`src/rtl/operand_digit_register.sv`:
```
// Keypad operand register: shift-in digit buffer with held-key suppression, backspace, clear and flags.
// Optional macro DIGIT_FILTER_EN restricts accepted key codes to decimal digits 0..9.
module operand_digit_register #(
    parameter int unsigned        DIGIT_W    = 5,
    parameter int unsigned        NUM_DIGITS = 4,
    parameter logic [DIGIT_W-1:0] NO_KEY     = '1,
    localparam int unsigned       CNT_W      = $clog2(NUM_DIGITS + 1)
) (
    input  logic                          clock,
    input  logic                          reset,
    input  logic                          enable,
    input  logic [DIGIT_W-1:0]            store,
    input  logic                          backspace,
    input  logic                          clear,
    output logic [DIGIT_W*NUM_DIGITS-1:0] read,
    output logic [CNT_W-1:0]              count,
    output logic                          loaded,
    output logic                          full,
    output logic                          overflow
);

    localparam logic [CNT_W-1:0] FULL_CNT = CNT_W'(NUM_DIGITS);

    logic [NUM_DIGITS-1:0][DIGIT_W-1:0] slots, slots_n;
    logic [CNT_W-1:0]                   count_n;
    logic                               overflow_n;
    logic                               armed;
    logic                               is_digit;
    logic                               key_ok;

`ifdef DIGIT_FILTER_EN
    assign is_digit = (store <= DIGIT_W'(9));
`else
    assign is_digit = 1'b1;
`endif

    assign key_ok = enable && armed && (store != NO_KEY) && is_digit;
    assign read   = slots;

    always_comb begin
        slots_n    = slots;
        count_n    = count;
        overflow_n = overflow;
        if (clear) begin
            slots_n    = {NUM_DIGITS{NO_KEY}};
            count_n    = '0;
            overflow_n = 1'b0;
        end else if (backspace) begin
            // Backspace wins over a concurrent key even at count==0, where it is a no-op.
            if (count != '0) begin
                for (int unsigned i = 0; i + 1 < NUM_DIGITS; i++) begin
                    slots_n[i] = slots[i+1];
                end
                slots_n[NUM_DIGITS-1] = NO_KEY;
                count_n               = count - CNT_W'(1);
                overflow_n            = 1'b0;
            end
        end else if (key_ok) begin
            if (count != FULL_CNT) begin
                for (int unsigned i = 0; i + 1 < NUM_DIGITS; i++) begin
                    slots_n[i+1] = slots[i];
                end
                slots_n[0] = store;
                count_n    = count + CNT_W'(1);
            end else begin
                overflow_n = 1'b1;
            end
        end
    end

    always_ff @(posedge clock or negedge reset) begin
        if (!reset) begin
            slots    <= {NUM_DIGITS{NO_KEY}};
            count    <= '0;
            loaded   <= 1'b0;
            full     <= 1'b0;
            overflow <= 1'b0;
            armed    <= 1'b1;
        end else begin
            slots    <= slots_n;
            count    <= count_n;
            loaded   <= (count_n != '0);
            full     <= (count_n == FULL_CNT);
            overflow <= overflow_n;
            armed    <= (store == NO_KEY);
        end
    end

endmodule

```
`config.mk`:
```
export PLATFORM = sky130hd
export DESIGN_NAME = operand_digit_register
export DESIGN_NICKNAME = d
export VERILOG_FILES = /design/src/rtl/operand_digit_register.sv
export SDC_FILE = /design/constraint.sdc
export NUM_CORES = 1
export LEC_CHECK = 0
export ABC_CLOCK_PERIOD_IN_PS = 2590
export BUFFER_PORTS_ARGS = -buffer_cell sky130_fd_sc_hd__buf_2
export CAP_MARGIN = 5
export CELL_PAD_IN_SITES_DETAIL_PLACEMENT = 0
export CELL_PAD_IN_SITES_GLOBAL_PLACEMENT = 1
export CORE_ASPECT_RATIO = 0.6
export CORE_MARGIN = 3
export CORE_UTILIZATION = 42
export DETAILED_ROUTE_END_ITERATION = 8
export GPL_TIMING_DRIVEN = 0
export PLACE_DENSITY = 0.88
export SYNTH_ARGS = -nofsm -noshare
export SYNTH_HDL_FRONTEND = slang
export SYNTH_SLANG_ARGS = --single-unit
```
`constraint.sdc`:
```
create_clock -name clock -period 2.59 [get_ports clock]
set_clock_uncertainty 0.1 [all_clocks]
set_input_delay 0.259 -clock clock [delete_from_list [all_inputs] [get_ports clock]]
set_output_delay 0.259 -clock clock [all_outputs]
set_load 0.01 [all_outputs]
```
Yosys cells after proc, flatten, opt, wreduce, memory -nomap -nowiden
Index checks and enable logic that the tools add are counted. Widths: inputs -> output; s select.

Flip-flop bits (word level): 27. Latch bits: 0. RAM bits: 0. ROM bits: 0. Input port bits: 10. Output and inout port bits: 26. Word-level logic and storage cells: 40. Memories: 0.

Add/subtract/negate cells: 2. Multiply operators: 0. Divide/modulo/power cells: 0. Magnitude comparators: 0. Eq/ne operators: 6. Shift-type cells: 0. Muxes and demuxes: 15. Bitwise logic cells: 0. Reduce and logical (&&, ||, !) cells: 8.

Operators by type and width (count): $mux 20 (5); $mux 3 (5); $reduce_bool 3->1 (4); $ne 3x3->1 const B (2); $reduce_and 3->1 (2); $eq 5x5->1 const B (1); $mux 1 (5); $ne 5x5->1 const B (1); $add 3x1->3 const B (1); $eq 3x3->1 const B (1); $ne 3x1->1 const B (1); $sub 3x1->3 const B (1); $logic_and 1x1->1 (2).

Longest topological paths before layout
Word-level depth: 6. Gate-level depth with buffers: 7. Depth with buffers taken out: 7.

Least setup slack after synthesis
OpenSTA, ideal clock, no wires.

Path type: register -> register. Start: register count[0]. End: register loaded. Library setup time: 0.132 ns. Data arrival time: 1.626 ns. Data required time: 2.358 ns. Slack: 0.732 ns. Cell stages (with the launch flop): 8. Path buffers: 0. Clock period less this slack: 1.858 ns. Cells stage by stage: dfrtp_1 inv_1 ha_1 nor2_1 mux2i_1 nor2_1 a311oi_2 or3b_1.

Cells in the longest elaborated chain, start to end: 6. Elaborated cells between the ends (all ways): 10. Classes of those cells: add/sub: 2; eq/ne: 1; mux: 5; reduce/logical: 2.

Ends and longest elaborated chain: start: declaration (line 16) `output logic [CNT_W-1:0] count,`; start signal: assignment (line 81) `count <= count_n;`; $add 3x1->3 / $ne 3x3->1 (equally long branches) (line 64, 59); $mux 3 (line 59) `if (count != FULL_CNT) begin`; $mux 3 (line 58) `end else if (key_ok) begin`; $mux 3 * (line 48) `end else if (backspace) begin`; $mux 3 * (line 44) `if (clear) begin`; $reduce_bool 3->1 * (line 82) `loaded <= (count_n != '0);`; end signal: assignment (line 82); end: declaration (line 17) `output logic loaded,`.

Every way passes the cells marked *; elsewhere a longest branch is shown, timed or not. A chain may end at the register's enable or synchronous reset.

Worst setup path in the final report
Ends and elaborated chain as after synthesis.

==> results.md <==
- Status: complete, no violations
- CP Launch Type: flip-flop
- CP max stage delay: 0.42 ns
- Final setup vio count: 0
- Reg area: 702 sq um
- Worst path top cell family by delay: simple AND/OR/NAND/NOR gates
- Area delta synth->final: 18.2%
- Number of H-tree levels: 1
- Pwr Density: 600 mW/mm^2
- Final std cells w/o fill: 212
- Type of destination of the critical path: flip-flop
- Placer Congestion: 0.833
- Netlist cell types: 30
- Number of max-cap violations: 0
- Worst min path class: input port to flip-flop
- Reg2reg path depth: 7
- Crit path from: count[0]$_DFF_PN0_
- Detailed Routing Iterations Pass 1: 4
- Leak Pwr: 0.831 nW
- Ports: 36
- Largest net degree at the start of global routing: 28
- Core area: 0.00340 sq mm
- Max Transition Viols Final: 0
- Die Y: 53.1 um
- Mapped cell area: 0.00155 sq mm
- Layout cells sized above 1: 51.5%
- RSZ-0062 raised after global routing: no
- Number of I/O port buffers: 34
- R2r setup slk: 0.47 ns
- Die Area: 0.00449 sq mm
- Routed Antenna Nets: 0
- Worst-Skew Late Latency: 0.27 ns
- Cells after synthesis: 128
- Peak supply drop: 303 uV
- Main synth FF type: dfstp_2
- Post-synthesis sequential area ratio: 45.2%
- Vias in the first global route: 1,136
- Post-synth top area share: 35.5%
- Final Hold Fails: 0
- First-pass GRT wire length: 5.69 mm
- Worst path slowest cell: dfrtp_1
- Clock-pin slew on the worst setup and hold paths: 0.09 ns
- FF-to-FF Start: count[0]$_DFF_PN0_
- Setup Buffers After CTS: 0
- DR vias: 1,119
- Mapped Nets: 141
- Share of total power in the clock network: 21.9%
- GRT Util Overall: 16.4%
- Count leader, synth: dfstp_2
- Hold path depth: 3
- Initial DRC count: 39
- Slew margin rel.: 60.3%
- DRC: 0
- CP Class: flip-flop to flip-flop
- CTS sink cnt: 27
- Hold worst-path end: armed$_DFF_PN1_
- Synth area leaders: dfstp_2 36%, mux2_4 15%, dfrtp_1 9.7%
- Multi-input logic area: 778 sq um
- Initial Util: 45.6%
- Biggest area consumer among synthesized cells: dfstp_2
- CP most frequent cell: nor2_1
- Power share of the sequential group: 48.2%
- Flops & latches, synth: 27
- Hold Crit Start: store[3]
- Placed insts: 207
- Sw power: 0.340 mW
- Number of diodes: 0
- Worst Tran Pin Value: 0.596 ns
- Vias per inst: 5.28
- Sw frac: 30.9%
- CP arrival: 2.18 ns
- CP max FO: 6
- Combinational group share of total power: 29.9%
- Post-synth ARST share: 100%
- Pint: 0.761 mW
- Mean Syn Cell Area: 12.1 sq um
- CTS tree: built
- Worst R2R End: loaded$_DFF_PN0_
- Req. time, crit path: 2.65 ns
- Layout fillers: 318
- Routed Wire Length: 3.44 mm
- Period minus WS final: 2.12 ns
- Number of synthesized flops with an enable pin: 0
- WL per Instance: 16.2 um
- Period Utilization, post-route: 81.8%
- # nets final: 181
- Crit-path cells: inv_1 -> ha_1 -> nor2_1 -> mux2i_1 -> nor2_1 -> a311oi_2 -> or3b_1
- CP Buf/Inv Count: 1
- Cell Rows: 16
- Global route overflow: 0
- Synth warnings: 0
- Post-synth top cells: 21 x dfstp_2, 16 x a211o_1, 16 x mux2_4, 16 x nor2b_1, 8 x nor2_1
- Initial antenna violation count: 0
- Achievable Freq: 0.472 GHz
- Root Driver: clkbuf_8
- CTS Buf Count: 3
- Clock buffer depth: 2
- Die extent in x: 84.5 um
- Post-CTS Resized: 0
- Setup tns final: 0 ns
- DP HPWL: 2.47 mm
[worst max-delay path by stage]
| stage | to | cells after the start |
|---|---|---|
| 2_1_floorplan | loaded$_DFF_PN0_ | 7 |
| 3_3_place_gp | loaded$_DFF_PN0_ | 7 |
| 3_5_place_dp | loaded$_DFF_PN0_ | 7 |
| 4_1_cts | loaded$_DFF_PN0_ | 7 |
| 5_1_grt | loaded$_DFF_PN0_ | 7 |
| 6_report | loaded$_DFF_PN0_ | 7 |
[worst min-delay path, stage by stage]
cell and delay (ns):
buf_2 0.13, nand3_1 0.13, inv_1 0.05
[what timing repair did]
action                                  CTS  global route
hold endpoints to repair                  6             0
hold buffers                              1             0
endpoints found under the setup margin    0             0
[stage by stage]
step	instance area, sq um	total power [mW]	setup WS [ns]	utilization [%]	hold slack [ns]
2_1_floorplan	1550	0.756	0.732	-	-0.137
5_1_grt	1840	1.16	0.322	53.9	0.226
3_3_place_gp	1780	0.851	0.561	52.3	0.192
4_1_cts	1840	1.12	0.470	53.9	0.190
3_5_place_dp	1780	0.867	0.489	52.3	0.202
6_report	1840	1.10	0.470	53.9	0.194
[logic make-up after synthesis]
family / share of synthesized area [%]
flip-flops: 45.2
buffers and inverters: 4.67
AND/OR/NAND/NOR: 13.5
XOR/XNOR: 0.564
AO/OA/AOI/OAI: 17.6
multiplexers: 16.1
adder cells (fa/ha/maj): 2.42
[cells in the final DEF, fill, tap and decap left out, types with 3 or more instances in the layout]
master     n
o22a_1     5
nand3_1    3
nor2_1     8
ha_1       3
nand2_1    3
clkbuf_1   3
dfstp_2   21
dfrtp_1    6
buf_2     37
nor2b_1   16
a211o_1   16
mux2_4    16
inv_1      5
clkbuf_8   3
[area by class of cell]
class | instances | area share, %
Clock inverter | 1 | 0.273
Sequential cell | 27 | 38.2
Timing Repair Buffer | 35 | 9.82
Tap cell | 45 | 3.07
Clock buffer | 3 | 2.25
Multi-Input combinational cell | 87 | 42.4
Buffer | 9 | 2.93
Inverter | 5 | 1.02
[power groups by stage]
stage / combinational, mW / sequential (mW) / clock (mW)
2_1_floorplan: 0.204 / 0.552 / 0
3_3_place_gp: 0.319 / 0.532 / 0
3_5_place_dp: 0.330 / 0.537 / 0
4_1_cts: 0.332 / 0.531 / 0.254
5_1_grt: 0.360 / 0.538 / 0.264
6_report: 0.329 / 0.531 / 0.241
[metal layers]
layer	vias up	routed length [um]	global-route usage [%]
met1	567	1710	22.5
met3	2	133	4.35
met5	-	0	0
li1	534	-	-
met2	16	1590	26.6
met4	0	8	2.37
[sequential cells by signal, indices dropped and copies added, names as in the netlist]
register,cells
count,3
read,20
full,1
armed,1
loaded,1
overflow,1
(Power assumes the default switching activity.)
